$ cat config.mk
export PLATFORM = sky130hd
export DESIGN_NAME = nonlinear_sequencer
export DESIGN_NICKNAME = d
export VERILOG_FILES = /design/src/rtl/nonlinear_sequencer.sv
export SDC_FILE = /design/constraint.sdc
export NUM_CORES = 1
export LEC_CHECK = 0
export BUFFER_PORTS_ARGS = -buffer_cell sky130_fd_sc_hd__buf_2
export CORE_UTILIZATION = 54
export CTS_CLUSTER_SIZE = 20
export DETAILED_ROUTE_END_ITERATION = 8
export PLACE_DENSITY = 0.81
export SLEW_MARGIN = 20
export SYNTH_ARGS = -nofsm -noshare
export SYNTH_HDL_FRONTEND = slang
export SYNTH_SLANG_ARGS = --single-unit
$ cat constraint.sdc
create_clock -name clk -period 6 [get_ports clk]
set_input_delay 0.9 -clock clk [delete_from_list [all_inputs] [get_ports clk]]
set_output_delay 0.9 -clock clk [all_outputs]
set_load 0.02 [all_outputs]
$ cat src/rtl/nonlinear_sequencer.sv
// Job-level controller for the nonlinear block: accepts a job descriptor,
// optionally streams LUT entries into the sig_tanh LUT, runs the selected
// engine until finished_activation (or timeout/abort) and reports completion.
module nonlinear_sequencer #(
   parameter int unsigned LUT_ADDR                           = 8,
   parameter int unsigned LUT_DATA_WIDTH                     = 16,
   parameter int unsigned NUMBER_OF_NONLINEAR_FUNCTIONS_BITS = 3,
   parameter int unsigned TIMEOUT_BITS                       = 24
) (
   input  logic                                          clk,
   input  logic                                          reset,
   input  logic                                          job_valid,
   output logic                                          job_ready,
   input  logic                                          job_mode,
   input  logic [NUMBER_OF_NONLINEAR_FUNCTIONS_BITS-1:0] job_type_nl,
   input  logic                                          job_load_lut,
   input  logic [LUT_ADDR:0]                             job_lut_len,
   input  logic [31:0]                                   job_act_cycles,
   input  logic [TIMEOUT_BITS-1:0]                       timeout_limit,
   input  logic                                          abort,
   input  logic                                          lut_valid,
   input  logic [LUT_DATA_WIDTH-1:0]                     lut_data,
   output logic                                          lut_ready,
   output logic                                          wr_en_ext_lut,
   output logic [LUT_ADDR-1:0]                           wr_addr_ext_lut,
   output logic [LUT_DATA_WIDTH-1:0]                     wr_data_ext_lut,
   output logic                                          enable_nonlinear_block,
   output logic                                          enable_pooling,
   output logic                                          enable_sig_tanh,
   output logic [NUMBER_OF_NONLINEAR_FUNCTIONS_BITS-1:0] type_nonlinear_function,
   output logic [31:0]                                   NUMBER_OF_ACTIVATION_CYCLES,
   input  logic                                          finished_activation,
   output logic                                          busy,
   output logic                                          job_done,
   output logic                                          job_error
);

   localparam int unsigned LenW  = LUT_ADDR + 1;
   localparam int unsigned TypeW = NUMBER_OF_NONLINEAR_FUNCTIONS_BITS;

   typedef enum logic [2:0] {StIdle, StLutLoad, StStart, StRun, StDone} state_e;

   state_e                      state_q, state_d;
   logic                        mode_q, mode_d;
   logic [TypeW-1:0]            type_q, type_d;
   logic [31:0]                 act_q, act_d;
   logic [TIMEOUT_BITS-1:0]     limit_q, limit_d;
   logic [LenW-1:0]             len_q, len_d;
   logic [LenW-1:0]             beat_q, beat_d;
   logic [TIMEOUT_BITS-1:0]     run_cnt_q, run_cnt_d;
   logic                        en_nl_q, en_nl_d;
   logic                        en_pool_q, en_pool_d;
   logic                        en_sig_q, en_sig_d;
   logic                        lut_ready_q, lut_ready_d;
   logic                        wr_en_q, wr_en_d;
   logic [LUT_ADDR-1:0]         wr_addr_q, wr_addr_d;
   logic [LUT_DATA_WIDTH-1:0]   wr_data_q, wr_data_d;
   logic                        done_q, done_d;
   logic                        error_q, error_d;
   logic                        busy_q, busy_d;
   logic                        accept;

   assign job_ready = (state_q == StIdle);
   // An abort seen in IDLE suppresses the handshake for that cycle.
   assign accept    = job_ready && job_valid && !abort;

   // Next-state and registered-output decode.
   always_comb begin
      state_d   = state_q;
      mode_d    = mode_q;
      type_d    = type_q;
      act_d     = act_q;
      limit_d   = limit_q;
      len_d     = len_q;
      beat_d    = beat_q;
      run_cnt_d = run_cnt_q;
      en_nl_d   = en_nl_q;
      en_pool_d = en_pool_q;
      en_sig_d  = en_sig_q;
      wr_en_d   = 1'b0;
      wr_addr_d = wr_addr_q;
      wr_data_d = wr_data_q;
      done_d    = 1'b0;
      error_d   = 1'b0;

      unique case (state_q)
         StIdle: begin
            if (accept) begin
               mode_d  = job_mode;
               type_d  = job_type_nl;
               act_d   = job_act_cycles;
               limit_d = timeout_limit;
               len_d   = job_lut_len;
               beat_d  = '0;
               state_d = (job_load_lut && job_lut_len != '0) ? StLutLoad : StStart;
            end
         end
         StLutLoad: begin
            if (lut_valid && lut_ready_q) begin
               wr_en_d   = 1'b1;
               wr_addr_d = beat_q[LUT_ADDR-1:0];
               wr_data_d = lut_data;
               beat_d    = beat_q + LenW'(1);
               if (beat_q == len_q - LenW'(1)) state_d = StStart;
            end
         end
         StStart: begin
            en_nl_d   = 1'b1;
            en_pool_d = !mode_q;
            en_sig_d  = mode_q;
            run_cnt_d = '0;
            state_d   = StRun;
         end
         StRun: begin
            run_cnt_d = run_cnt_q + TIMEOUT_BITS'(1);
            // Completion takes priority over a coincident timeout.
            if (finished_activation) begin
               en_nl_d = 1'b0;
               state_d = StDone;
            end else if (limit_q != '0 && run_cnt_q == limit_q - TIMEOUT_BITS'(1)) begin
               error_d   = 1'b1;
               en_nl_d   = 1'b0;
               en_pool_d = 1'b0;
               en_sig_d  = 1'b0;
               state_d   = StIdle;
            end
         end
         StDone: begin
            done_d    = 1'b1;
            en_nl_d   = 1'b0;
            en_pool_d = 1'b0;
            en_sig_d  = 1'b0;
            state_d   = StIdle;
         end
         default: state_d = StIdle;
      endcase

      // Abort drops everything, including a beat accepted this cycle.
      if (abort && state_q != StIdle) begin
         state_d   = StIdle;
         en_nl_d   = 1'b0;
         en_pool_d = 1'b0;
         en_sig_d  = 1'b0;
         wr_en_d   = 1'b0;
         done_d    = 1'b0;
         error_d   = 1'b0;
      end

      lut_ready_d = (state_d == StLutLoad);
      busy_d      = (state_d != StIdle);
   end

   // State and output registers.
   always_ff @(posedge clk or posedge reset) begin
      if (reset) begin
         state_q     <= StIdle;
         mode_q      <= 1'b0;
         type_q      <= '0;
         act_q       <= '0;
         limit_q     <= '0;
         len_q       <= '0;
         beat_q      <= '0;
         run_cnt_q   <= '0;
         en_nl_q     <= 1'b0;
         en_pool_q   <= 1'b0;
         en_sig_q    <= 1'b0;
         lut_ready_q <= 1'b0;
         wr_en_q     <= 1'b0;
         wr_addr_q   <= '0;
         wr_data_q   <= '0;
         done_q      <= 1'b0;
         error_q     <= 1'b0;
         busy_q      <= 1'b0;
      end else begin
         state_q     <= state_d;
         mode_q      <= mode_d;
         type_q      <= type_d;
         act_q       <= act_d;
         limit_q     <= limit_d;
         len_q       <= len_d;
         beat_q      <= beat_d;
         run_cnt_q   <= run_cnt_d;
         en_nl_q     <= en_nl_d;
         en_pool_q   <= en_pool_d;
         en_sig_q    <= en_sig_d;
         lut_ready_q <= lut_ready_d;
         wr_en_q     <= wr_en_d;
         wr_addr_q   <= wr_addr_d;
         wr_data_q   <= wr_data_d;
         done_q      <= done_d;
         error_q     <= error_d;
         busy_q      <= busy_d;
      end
   end

   assign lut_ready                   = lut_ready_q;
   assign wr_en_ext_lut               = wr_en_q;
   assign wr_addr_ext_lut             = wr_addr_q;
   assign wr_data_ext_lut             = wr_data_q;
   assign enable_nonlinear_block      = en_nl_q;
   assign enable_pooling              = en_pool_q;
   assign enable_sig_tanh             = en_sig_q;
   assign type_nonlinear_function     = type_q;
   assign NUMBER_OF_ACTIVATION_CYCLES = act_q;
   assign busy                        = busy_q;
   assign job_done                    = done_q;
   assign job_error                   = error_q;

endmodule

# Word level (Yosys, flattened, before mapping)
# Cells that the tools add are included.
# word_totals
ff_bits	137
latchBits	0
ramBits	0
rom_bits	0
input_bits	92
out_inout_bits	68
elab_cells	85
n_memories	0
# op_classes
n_addsub	4
mul	0
div	0
order_cmp	0
eq_ne	12
n_shift	0
mux	30
bitwise	0
n_reduce_logical	21
# op_table
cell	n
24-bit case mux with 2 select lines	1
24-bit by 1-bit adder with 24-bit output (second input constant)	1
24-bit == test	1
24-bit nonzero test	1
24-bit by 1-bit subtractor with 24-bit output (second input constant)	1
3-bit 2-to-1 mux	6
9-bit 2-to-1 mux	2
9-bit case mux with 2 select lines	1
1-bit 2-to-1 mux	15
3-bit case mux with 4 select lines	1
9-bit by 1-bit adder with 9-bit output (second input constant)	1
9-bit == test	1
1-bit case mux with 3 select lines	3
9-bit nonzero test	1
9-bit by 1-bit subtractor with 9-bit output (second input constant)	1
3-bit by 1-bit == test with 1-bit output (second input constant)	2
3-bit by 2-bit == test with 1-bit output (second input constant)	2
1-bit logical AND	6
3-bit != test (second input constant)	2
2-bit AND reduction	3
3-bit AND reduction	2
3-bit nonzero test	2
4-bit != test (second input constant)	1
2-bit nonzero test	2
7 further kinds	8

# Longest topological paths before layout
# Gate-level depths: netlist of the first run.
# logic_depth
word_depth	8
depth_mapped	11
ltp_nobuf	10

# Least setup slack after synthesis of the first run
# No wires, ideal clock.
# synth_path
kind	register to register
from	reg limit_q[0]
to	reg busy_q (netlist: busy)
setup_time_ps	129
arrival_time_ps	2653
required_time_ps	5871
setup_slack_ps	3218
stages_incl_launch_ff	12
n_path_buf	1
period_less_slack_ps	2782
path_cell_list	dfrtp_1 inv_1 ha_1 buf_2 or3b_2 nor3_2 xnor2_1 a211o_1 a211oi_1 o2111ai_2 a21boi_2 o21ai_1
# synth_via
elab_chain_cells	8
word_cells_on_any_way	9
cone_classes	add/sub (1); eq/ne (1); mux (4); reduce/logical (3)
# synth_lines
item	line	text
from (decl)	47	logic [TIMEOUT_BITS-1:0] limit_q, limit_d;
from (signal assigned)	179	limit_q <= limit_d;
24-bit by 1-bit subtractor with 24-bit output	120	end else if (limit_q != '0 && run_cnt_q == limit_q - TIMEOUT_BITS'(1)) begin
24-bit == test	120	
1-bit logical AND *	120	
3-bit 2-to-1 mux *	120	
3-bit 2-to-1 mux *	117	if (finished_activation) begin
3-bit case mux with 4 select lines *	86	unique case (state_q)
3-bit 2-to-1 mux *	139	if (abort && state_q != StIdle) begin
3-bit nonzero test *	150	busy_d = (state_d != StIdle);
named net busy_d	60	logic busy_q, busy_d;
to (signal assigned)	192	busy_q <= busy_d;
to (decl)	60	
# Mark *: on every way through the listed nets, which the timed path passes. The rest lies on a longest branch.
# A chain may end at the register's enable or synchronous reset.

# Final worst setup path of the first run
# layout_path
from	reg limit_q[0]
to	reg en_pool_q (netlist: enable_pooling)
# layout_via
elab_chain_cells	5
word_cells_on_any_way	6
cone_classes	add/sub (1); eq/ne (2); reduce/logical (3)
# layout_lines
item	line	text
24-bit by 1-bit subtractor with 24-bit output	120	
24-bit == test	120	
1-bit logical AND *	120	
3-bit != test (no source line) *	-	
3-bit AND reduction (no source line) *	-	
to (signal assigned)	184	en_pool_q <= en_pool_d;
to (decl)	52	logic en_pool_q, en_pool_d;
# Every way passes the cells marked *; elsewhere a longest branch is shown, timed or not.

==> results of run 1 <==
-- state kept, by name, summed over array words and instances (netlist names), 3 cells and up --
name,count
wr_addr_ext_lut,8
wr_data_ext_lut,16
NUMBER_OF_ACTIVATION_CYCLES,32
limit_q,24
state_q,3
run_cnt_q,24
type_nonlinear_function,3
beat_q,9
len_q,9
-- metrics by stage --
step	util [%]	cell area, µm²	setup WS (ps)	total power [mW]
after global routing	68.52	8368	2385	4.331
after floorplan	-	6902	1432	2.574
after CTS	68.45	8359	2485	4.060
after detailed placement	63.64	7771	2471	3.012
after global placement	63.64	7771	2569	2.968
final	68.52	8368	2639	4.054
-- worst max path at each step --
stage	startpoint	end	slack [ps]
6_report	limit_q[0]$_DFFE_PP0P_	enable_pooling$_DFFE_PP0P_	2640
4_1_cts	state_q[0]$_DFF_PP0_	beat_q[8]$_DFFE_PP0P_	2480
3_5_place_dp	state_q[0]$_DFF_PP0_	beat_q[8]$_DFFE_PP0P_	2470
2_1_floorplan	reset	NUMBER_OF_ACTIVATION_CYCLES[0]$_DFFE_PP0P_	1430
5_1_grt	limit_q[0]$_DFFE_PP0P_	enable_pooling$_DFFE_PP0P_	2380
3_3_place_gp	state_q[0]$_DFF_PP0_	beat_q[8]$_DFFE_PP0P_	2570
-- where the power goes --
group,internal (mW),leakage (nW),switching [mW]
logic,0.566,2.19,0.903
registers,1.23,1.77,0.326
clock network,0.626,0.280,0.406
-- placed cells by master (no fill, tap or decap), drive strengths merged, types with 4 or more instances in the layout --
| cell type | synthesis | final |
|---|---|---|
| ha | 4 | 4 |
| clkinv | 0 | 5 |
| nor3 | 16 | 16 |
| nor2b | 12 | 12 |
| nor3b | 4 | 4 |
| a211oi | 4 | 4 |
| nand2 | 325 | 325 |
| inv | 20 | 23 |
| xnor2 | 24 | 24 |
| or4 | 5 | 5 |
| o31ai | 10 | 10 |
| nand4 | 9 | 9 |
| or3 | 6 | 6 |
| clkbuf | 35 | 19 |
| o22ai | 10 | 10 |
| nor4 | 9 | 9 |
| or2 | 8 | 8 |
| nor2 | 35 | 35 |
| dfrtp | 137 | 137 |
| xor2 | 17 | 17 |
| buf | 6 | 162 |
| nand3 | 20 | 20 |
| a21o | 4 | 4 |
| and3 | 8 | 8 |
| a31oi | 6 | 6 |
| a21oi | 15 | 15 |
| o21ai | 30 | 30 |
-- worst min-delay path: cells and delay by family (launching register included) --
| kind | cells | cell delay, ps |
|---|---|---|
| and+or+nand+nor | 2 | 100 |
| DFF | 1 | 340 |
-- kinds of logic (layout without fill, tap and decap cells) --
| kind of cell | after synthesis | after routing |
|---|---|---|
| muxes | 2 | 2 |
| buffers and inverters | 61 | 214 |
| DFF | 137 | 137 |
| AOI/OAI and AO/OA | 102 | 102 |
| and+or+nand+nor | 475 | 475 |
| adders and majority gates | 4 | 4 |
| xor gates and xnor gates | 42 | 42 |
-- metal layers --
layer | vias to the layer above | share of wire, %
met5 | - | 0
met4 | 0 | 1.1
met3 | 19 | 6.7
met2 | 205 | 47
met1 | 2827 | 45
li1 | 3015 | -
-- area by class of cell --
class / count / area share [%]
clock buffers: 19 / 5.293
repair buffers: 162 / 9.824
well taps: 168 / 2.512
clock inverters: 13 / 1.734
inverters: 20 / 0.9569
flip-flops and latches: 137 / 40.97
multi-input cells: 625 / 38.71
==> metrics.cfg, run 1 <==
[drt]
first_pass_iters = 5
postRouteAntennaNets = 0
vias = 6066
drt-vias-per-instance = 5.302
wl_mm = 16.49
drc = 0
wl_per_cell_um = 14.41
drt_iter0_markers = 465

[global_routing]
grt_overflow_total = 0
grt_usage_pct = 26.98
antenna_found_initial = 0
grt_max_degree = 82
met2_usage_pct = 42.81
use_met1_pct = 36.21
grt.busiest_layer = met2
gr-usage-met3_pct = 7.486
grt_pass1_wl_mm = 27.79
grt_pass1_vias = 5856

[synth]
syn_avg_cell_area_um2 = 8.386
syn_inst = 823
synth_top_cells_by_area = dfrtp_1 50%, nand2_1 18%, xnor2_1 3.0%
synth.top_cell.area_share_pct = 49.67
synth_edf_count = 0
yosys_register_bits = 137
synth-xor-area-share_pct = 5.529
synthAdderAreaFrac_pct = 0.7252
synthArstFlopShare_pct = 100.0
synth_fp_nets = 919
synth_commonest_cells = 325 x nand2_1, 137 x dfrtp_1, 35 x clkbuf_1, 35 x nor2_1, 26 x o21ai_0
ys_seq_area_share_pct = 49.67
yosysWarnings = 0
synth_mux_area_share_pct = 0.3082
post-synth-top-count-cell = nand2_1
synth_top_family_by_area = simple AND/OR/NAND/NOR gates
synth-simple-area-share_pct = 30.46
syn_area_um2 = 6902
yosysUniqueCellTypes = 65
synth_top_flop_cell = dfrtp_1
yosysTopAreaCell = dfrtp_1
synth_compound_area_share_pct = 9.790

[worst_hold_path]
hold_end = wr_data_ext_lut[1]$_DFFE_PP0P_
whs_path_depth = 2
hold_path_startpoint = wr_data_ext_lut[1]$_DFFE_PP0P_
hp-class = flop to flop

[worst_setup_path]
reg2reg_depth = 10
r2r_start = limit_q[0]$_DFFE_PP0P_
rr_endpoint = enable_pooling$_DFFE_PP0P_
cp.arrival_ps = 3620
path_depth = 10
crit_family = compound AO/OA/AOI/OAI gates
slowest_delay_ps = 710
slowest_stage = nor3b_1
required_ps = 6260
end_kind = flop
path_buf_inv = 1
path_max_fanout = 9
crit_top_cell = a211oi_1
cp-start-kind = flop
cp_cell_sequence = inv_1, ha_1, nor3b_1, and4_1, a211oi_1, a211o_1, a211oi_1, o2111ai_2, a21oi_2, o32ai_1
rrSetupSlack_ps = 2640
path_class = flop to flop

[floorplanning]
initial_core_util_pct = 56.52
chipHeight_um = 115.1
die_width_um = 115.1
core_area_um2 = 12210
io_pins = 160
die-area_um2 = 13240
fp-row-count = 40

[timing]
setup_viol = 0
tightest_slew_ps = 1006
setup_tns_ps = 0
max_freq_mhz = 297.5
slew_headroom_pct = 32.86
rsz0062_at_grt = false
whs_ps = 467.9
post-route-period-util_pct = 56.02
finalCriticalPeriod_ps = 3361
hold_viol_final = 0
drv_slew = 0
clock_skew_ps = 8.220

[cts]
clkLatencyLatePin_ps = 420
cts_setup_buffers = 0
cts_tree = done
path_clk_slew_ps = 60
clock-root-buffer = clkbuf_16
numCtsBuffers = 17
cts_resized = 0
h-tree-depth = 4
cts_hold_buf = 0
cts_buffer_depth = 2
cts.sinks = 137

[status]
outcome = completed

[finish]
fin_nets = 1059
nFillCells = 993
syn_to_final_growth_pct = 21.25
final_cells = 1144
drive_above_1_share_pct = 22.03
n_antenna_cell = 0
seqCellArea_um2 = 3428
multi_input_area_um2 = 3239

[power]
peakVddDrop_uv = 288.9
p_leak_nw = 4.248
p_per_area_nw_per_um2 = 484.5

[place]
hpwl_mm = 11.34
port_buffers = 159
dp_cells = 1112
routabilityCongestion = 0.8351

[job]
cap_violations = 0

(Power assumes the default switching activity.)
==> run 2: changes to the inputs <==
==> constraint.sdc (replaced) <==
create_clock -name clk -period 3.23 [get_ports clk]
set_input_delay 0.4845 -clock clk [delete_from_list [all_inputs] [get_ports clk]]
set_output_delay 0.4845 -clock clk [all_outputs]
set_load 0.02 [all_outputs]
==> metrics.cfg, run 2 (synthesized netlist as in run 1, its figures left out) <==
[floorplanning]
fp-row-count = 40  ; unchanged
die-area_um2 = 13240  ; unchanged
chipHeight_um = 115.1  ; unchanged
io_pins = 160  ; unchanged
initial_core_util_pct = 56.52  ; unchanged
core_area_um2 = 12210  ; unchanged
die_width_um = 115.1  ; unchanged

[timing]
max_freq_mhz = 336.0  ; +13%
finalCriticalPeriod_ps = 2977  ; -384.7 ps
post-route-period-util_pct = 92.15  ; +36 points
clock_skew_ps = 5.521  ; -2.699 ps
drv_slew = 0  ; unchanged
setup_tns_ps = 0  ; unchanged
slew_headroom_pct = 49.27  ; +16 points
hold_viol_final = 0  ; unchanged
rsz0062_at_grt = false
tightest_slew_ps = 760.9  ; -245.1 ps
setup_viol = 0  ; unchanged
whs_ps = 107.7  ; -360.2 ps

[worst_setup_path]
cp-start-kind = flop
cp_cell_sequence = inv_1, ha_1, or3b_2, nor3_4, xnor2_1, a211o_1, a211oi_1, o2111ai_2, a21boi_2, o21bai_1
rrSetupSlack_ps = 250  ; -2390 ps
r2r_start = limit_q[0]$_DFFE_PP0P_
cp.arrival_ps = 3280  ; -340 ps
reg2reg_depth = 10  ; unchanged
required_ps = 3530  ; -2730 ps
path_class = flop to flop
slowest_delay_ps = 520  ; -190 ps
startpoint = limit_q[0]$_DFFE_PP0P_
rr_endpoint = state_q[0]$_DFF_PP0_
end_kind = flop
slowest_stage = or3b_2
path_max_fanout = 6  ; -3

[cts]
numCtsBuffers = 17  ; unchanged
clkLatencyLatePin_ps = 420  ; about the same
cts_tree = done
path_clk_slew_ps = 60  ; about the same
h-tree-depth = 4  ; unchanged
cts.sinks = 137  ; unchanged
cts_setup_buffers = 0  ; unchanged
cts_buffer_depth = 2  ; unchanged
clock-root-buffer = clkbuf_16

[global_routing]
grt_pass1_vias = 5838  ; -0.31%
grt_pass1_wl_mm = 27.83  ; +0.15%
grt_overflow_total = 0  ; unchanged
grt_usage_pct = 27.24  ; +0.26 points
grt_max_degree = 77  ; -6.1%
antenna_found_initial = 1  ; +1

[drt]
wl_mm = 17.17  ; +4.1%
postRouteAntennaNets = 0  ; unchanged
drt-vias-per-instance = 5.394  ; +1.7%
first_pass_iters = 5  ; unchanged
drc = 0  ; unchanged
drt_iter0_markers = 465  ; unchanged
wl_per_cell_um = 14.91  ; +3.4%
vias = 6214  ; +2.4%

[job]
cap_violations = 0  ; unchanged

[status]
outcome = completed

[finish]
final_common_cell = nand2_1
largest_reg_flops = 32  ; unchanged
syn_to_final_growth_pct = 22.82
fin_nets = 1067  ; +0.76%
drive_above_1_share_pct = 22.56  ; +0.53 points
n_antenna_cell = 0  ; unchanged
final_cell_mix = 325 x nand2_1, 159 x buf_2, 137 x dfrtp_1, 35 x nor2_1, 26 x o21ai_0
post-route-util_pct = 69.42  ; +0.89 points

[place]
routabilityCongestion = 0.8887  ; +6.4%
hpwl_mm = 11.90  ; +4.9%
port_buffers = 159  ; unchanged

[power]
p_per_area_nw_per_um2 = 903.1  ; +86%
peakVddDrop_uv = 577.5  ; +100%
p_leak_nw = 4.309  ; +1.5%

[worst_hold_path]
hp-class = input pin to asynchronous set/reset pin

==> run 2: cell count changes in the layout (fill, tap and decap cells not counted), moves of 2 or more <==
cell        before  now
clkbuf_8         1    3
buf_12           0    3
clkinvlp_4       3    5
buf_4            2    8
==> run 2: layer usage <==
| metal | part of all wire (%) | track usage (%) | vias up |
|---|---|---|---|
| met5 | 0.076 | 0 | - |
| met4 | 1.8 | 9.351 | 2 |
| met3 | 5.9 | 7.433 | 29 |
| met2 | 48 | 42.65 | 208 |
| met1 | 45 | 36.77 | 2940 |
| li1 | - | - | 3035 |
==> run 2: area by class of cell <==
cell class / instances / area, µm²
Tap cell: 168 / 210.2
Sequential cell: 137 / 3428
Inverter: 20 / 78.83
Clock inverter: 12 / 138.9
Multi-Input combinational cell: 625 / 3238
Timing Repair Buffer: 170 / 915.9
Clock buffer: 20 / 466.7
Fill cell: 1024 / 3735
==> run 2: repair_timing <==
item | CTS | global route
hold buffers | 0 | 0
endpoints found under the setup margin | 0 | 4
gates resized for setup | 0 | 1
==> run 2: worst max-delay path, delay by kind of cell (launching register included) <==
family          cells  cell delay [ps]
xor+xnor            1              110
flops               1              440
fa+ha+maj           1              180
compound gates      5             1220
simple gates        2              820
buf+inv             1              100
==> run 2: power by group <==
group	internal (mW)	total, mW	switching, mW	leakage [nW]
Clock	1.20	1.96	0.757	0.286
Sequential	2.28	2.82	0.540	1.77
Combinational	1.10	2.87	1.77	2.25
Total	4.59	7.66	3.07	4.31
==> run 2: how the worst max path moves through the flow <==
| stage | endpoint | depth (start not counted) |
|---|---|---|
| floorplan | busy$_DFF_PP0_ | 11 |
| global placement | busy$_DFF_PP0_ | 10 |
| detailed placement | enable_pooling$_DFFE_PP0P_ | 10 |
| CTS | enable_pooling$_DFFE_PP0P_ | 10 |
| global route | enable_pooling$_DFFE_PP0P_ | 10 |
| finish | state_q[0]$_DFF_PP0_ | 10 |
==> run 2: per-stage QoR <==
stage	cell area (µm²)	setup slack [ps]	cells	power (mW)
after global placement	7865	341.2	1120	5.587
final	8477	253.5	1152	7.655
after detailed placement	7865	228.7	1120	5.667
after CTS	8471	201.1	1152	7.669
after floorplan	6905	447.8	823	4.782
after global routing	8477	53.52	1152	8.141
==> run 3: changes to the inputs <==
--- a/config.mk
+++ b/config.mk
@@ -6,10 +6,13 @@
 export NUM_CORES = 1
 export LEC_CHECK = 0
 export BUFFER_PORTS_ARGS = -buffer_cell sky130_fd_sc_hd__buf_2
+export CORE_MARGIN = 4
 export CORE_UTILIZATION = 54
 export CTS_CLUSTER_SIZE = 20
 export DETAILED_ROUTE_END_ITERATION = 8
+export MAX_ROUTING_LAYER = met4
 export PLACE_DENSITY = 0.81
+export RECOVER_POWER = 25
 export SLEW_MARGIN = 20
 export SYNTH_ARGS = -nofsm -noshare
 export SYNTH_HDL_FRONTEND = slang
==> metrics.cfg, run 3 (synthesized netlist as in run 1, its figures left out) <==
[status]
outcome = finished, violations left
violations = capacitance limit, slew limit

[drt]
wl_met1_mm = 7.364  ; -4.1%
wl_mm = 17.22  ; +0.30%
vias = 6200  ; -0.23%
drc = 0  ; unchanged
drt_iter0_markers = 498  ; +7.1%
met2_length_mm = 8.573  ; +4.9%
postRouteAntennaNets = 0  ; unchanged
first_pass_iters = 7  ; +2
top_layer_used = met4
drt-vias-per-instance = 5.359  ; -0.66%
wl_per_cell_um = 14.89  ; -0.14%
met3_length_um = 957  ; -4.8%

[floorplanning]
fp-row-count = 41  ; +2.5%
die_width_um = 121.1  ; +5.2%
chipHeight_um = 121.1  ; +5.2%
die-area_um2 = 14650  ; +11%
io_pins = 160  ; unchanged
core_area_um2 = 12570  ; +2.9%
initial_core_util_pct = 54.91  ; -1.6 points

[timing]
hold_viol_final = 0  ; unchanged
rsz0062_at_grt = false
drv_slew = 132  ; +132
setup_viol = 0  ; unchanged
layout_setup_ws_ps = 233.4  ; -20.03 ps
max_freq_mhz = 333.7  ; -0.67%
finalCriticalPeriod_ps = 2997  ; +20.03 ps
slew_headroom_pct = -16.20  ; -65 points
setup_tns_ps = 0  ; unchanged
post-route-period-util_pct = 92.77  ; +0.62 points
tightest_slew_ps = 1743  ; +982.0 ps
clock_skew_ps = 8.335  ; +2.814 ps

[worst_setup_path]
path_class = flop to flop
required_ps = 3510  ; -20 ps
cp.arrival_ps = 3280  ; about the same
cp-endpoint = enable_pooling$_DFFE_PP0P_
startpoint = limit_q[0]$_DFFE_PP0P_
rrSetupSlack_ps = 230  ; -20 ps
cp-start-kind = flop
rr_endpoint = enable_pooling$_DFFE_PP0P_
path_max_fanout = 6  ; unchanged
reg2reg_depth = 10  ; unchanged
r2r_start = limit_q[0]$_DFFE_PP0P_
end_kind = flop

[place]
placed_area_um2 = 7873  ; about the same
routabilityCongestion = 0.9694  ; +9.1%
dp_cells = 1126  ; +0.54%
post-place-ws_ps = 256.0  ; +27.30 ps
hpwl_mm = 12.21  ; +2.6%
port_buffers = 159  ; unchanged

[cts]
cts_tree = done
numCtsBuffers = 17  ; unchanged
clkLatencyLatePin_ps = 420  ; about the same
cts_buffer_depth = 2  ; unchanged
clock-root-buffer = clkbuf_16
h-tree-depth = 4  ; unchanged
path_clk_slew_ps = 60  ; about the same
cts.sinks = 137  ; unchanged

[worst_hold_path]
hp-class = input pin to flop

[finish]
final_common_cell = nand2_1
syn_to_final_growth_pct = 21.37
largest_reg_flops = 32  ; unchanged
postLayoutCellArea_um2 = 8377  ; -1.2%
final_cells = 1157  ; +0.43%
post-route-util_pct = 66.65  ; -2.8 points
fin_nets = 1070  ; +0.28%
drive_above_1_share_pct = 15.53  ; -7.0 points
n_antenna_cell = 0  ; unchanged
nFillCells = 1033  ; +0.88%
final_cell_mix = 325 x nand2_1, 137 x dfrtp_1, 93 x buf_2, 69 x clkbuf_1, 35 x nor2_1

[power]
peakVddDrop_uv = 642.8  ; +11%
p_per_area_nw_per_um2 = 902.2  ; about the same
p_leak_nw = 4.082  ; -5.3%

[global_routing]
grt_usage_pct = 25.01  ; -2.2 points
antenna_found_initial = 0  ; -1
grt_pass1_wl_mm = 28.48  ; +2.3%
grt_max_degree = 132  ; +71%
grt_pass1_vias = 6038  ; +3.4%
grt_overflow_total = 0  ; unchanged

[job]
cap_violations = 1  ; +1

run 3: worst max-delay path, cell delays in order, from the launching register on:
cell and delay, ps:
dfrtp_1 430, inv_1 100, ha_1 160, or3b_2 510, nor3_4 310, xnor2_1 100, a211o_1 300, a211oi_1 290
o2111ai_2 310, a21oi_2 240, o32ai_1 110
run 3: layout make-up:
type	count	area (µm²)	share of cell area, %
Timing Repair Buffer	173	829.5	9.903
Clock buffer	20	446.7	5.332
Sequential cell	137	3428	40.93
Multi-Input combinational cell	625	3238	38.66
Clock inverter	10	142.6	1.703
Tap cell	172	215.2	2.569
Inverter	20	76.32	0.9111
run 3: how the worst min path moves through the flow:
stage                     cells after the start  slack [ps]                 start                                    endpoint
after global placement                        2         410                 reset  NUMBER_OF_ACTIVATION_CYCLES[4]$_DFFE_PP0P_
after detailed placement                      2         410                 reset  NUMBER_OF_ACTIVATION_CYCLES[4]$_DFFE_PP0P_
after CTS                                     3         240           lut_data[6]              wr_data_ext_lut[6]$_DFFE_PP0P_
final                                         3         250     job_act_cycles[2]  NUMBER_OF_ACTIVATION_CYCLES[2]$_DFFE_PP0P_
after floorplan                               2         470  len_q[8]$_DFFE_PP0P_                        len_q[8]$_DFFE_PP0P_
after global routing                          3         240     job_act_cycles[9]  NUMBER_OF_ACTIVATION_CYCLES[9]$_DFFE_PP0P_
run 3: layer usage:
layer,GRT usage (%),vias to the layer above
met5,-,-
met2,39.42,196
met3,6.107,29
met1,31.81,2936
li1,-,3039
met4,8.711,0
run 3: timing repair:
item                                   CTS  global route
setup endpoints to repair                0             3
setup buffers                            0             0
resized for setup                        0             1
endpoints found under the hold margin    6             0
hold buffers                             1             0
run 3: report_power, final:
group          total (mW)  internal (mW)  switching (mW)
clock                1.94           1.23           0.713
sequential           2.81           2.28           0.524
combinational        2.81           1.02            1.79
run 3: through the flow:
step	hold slack (ps)	power, mW
4_1_cts	238.4	7.678
3_5_place_dp	410.7	5.699
5_1_grt	239.4	8.080
3_3_place_gp	409.3	5.618
2_1_floorplan	465.2	4.782
6_report	250.4	7.558
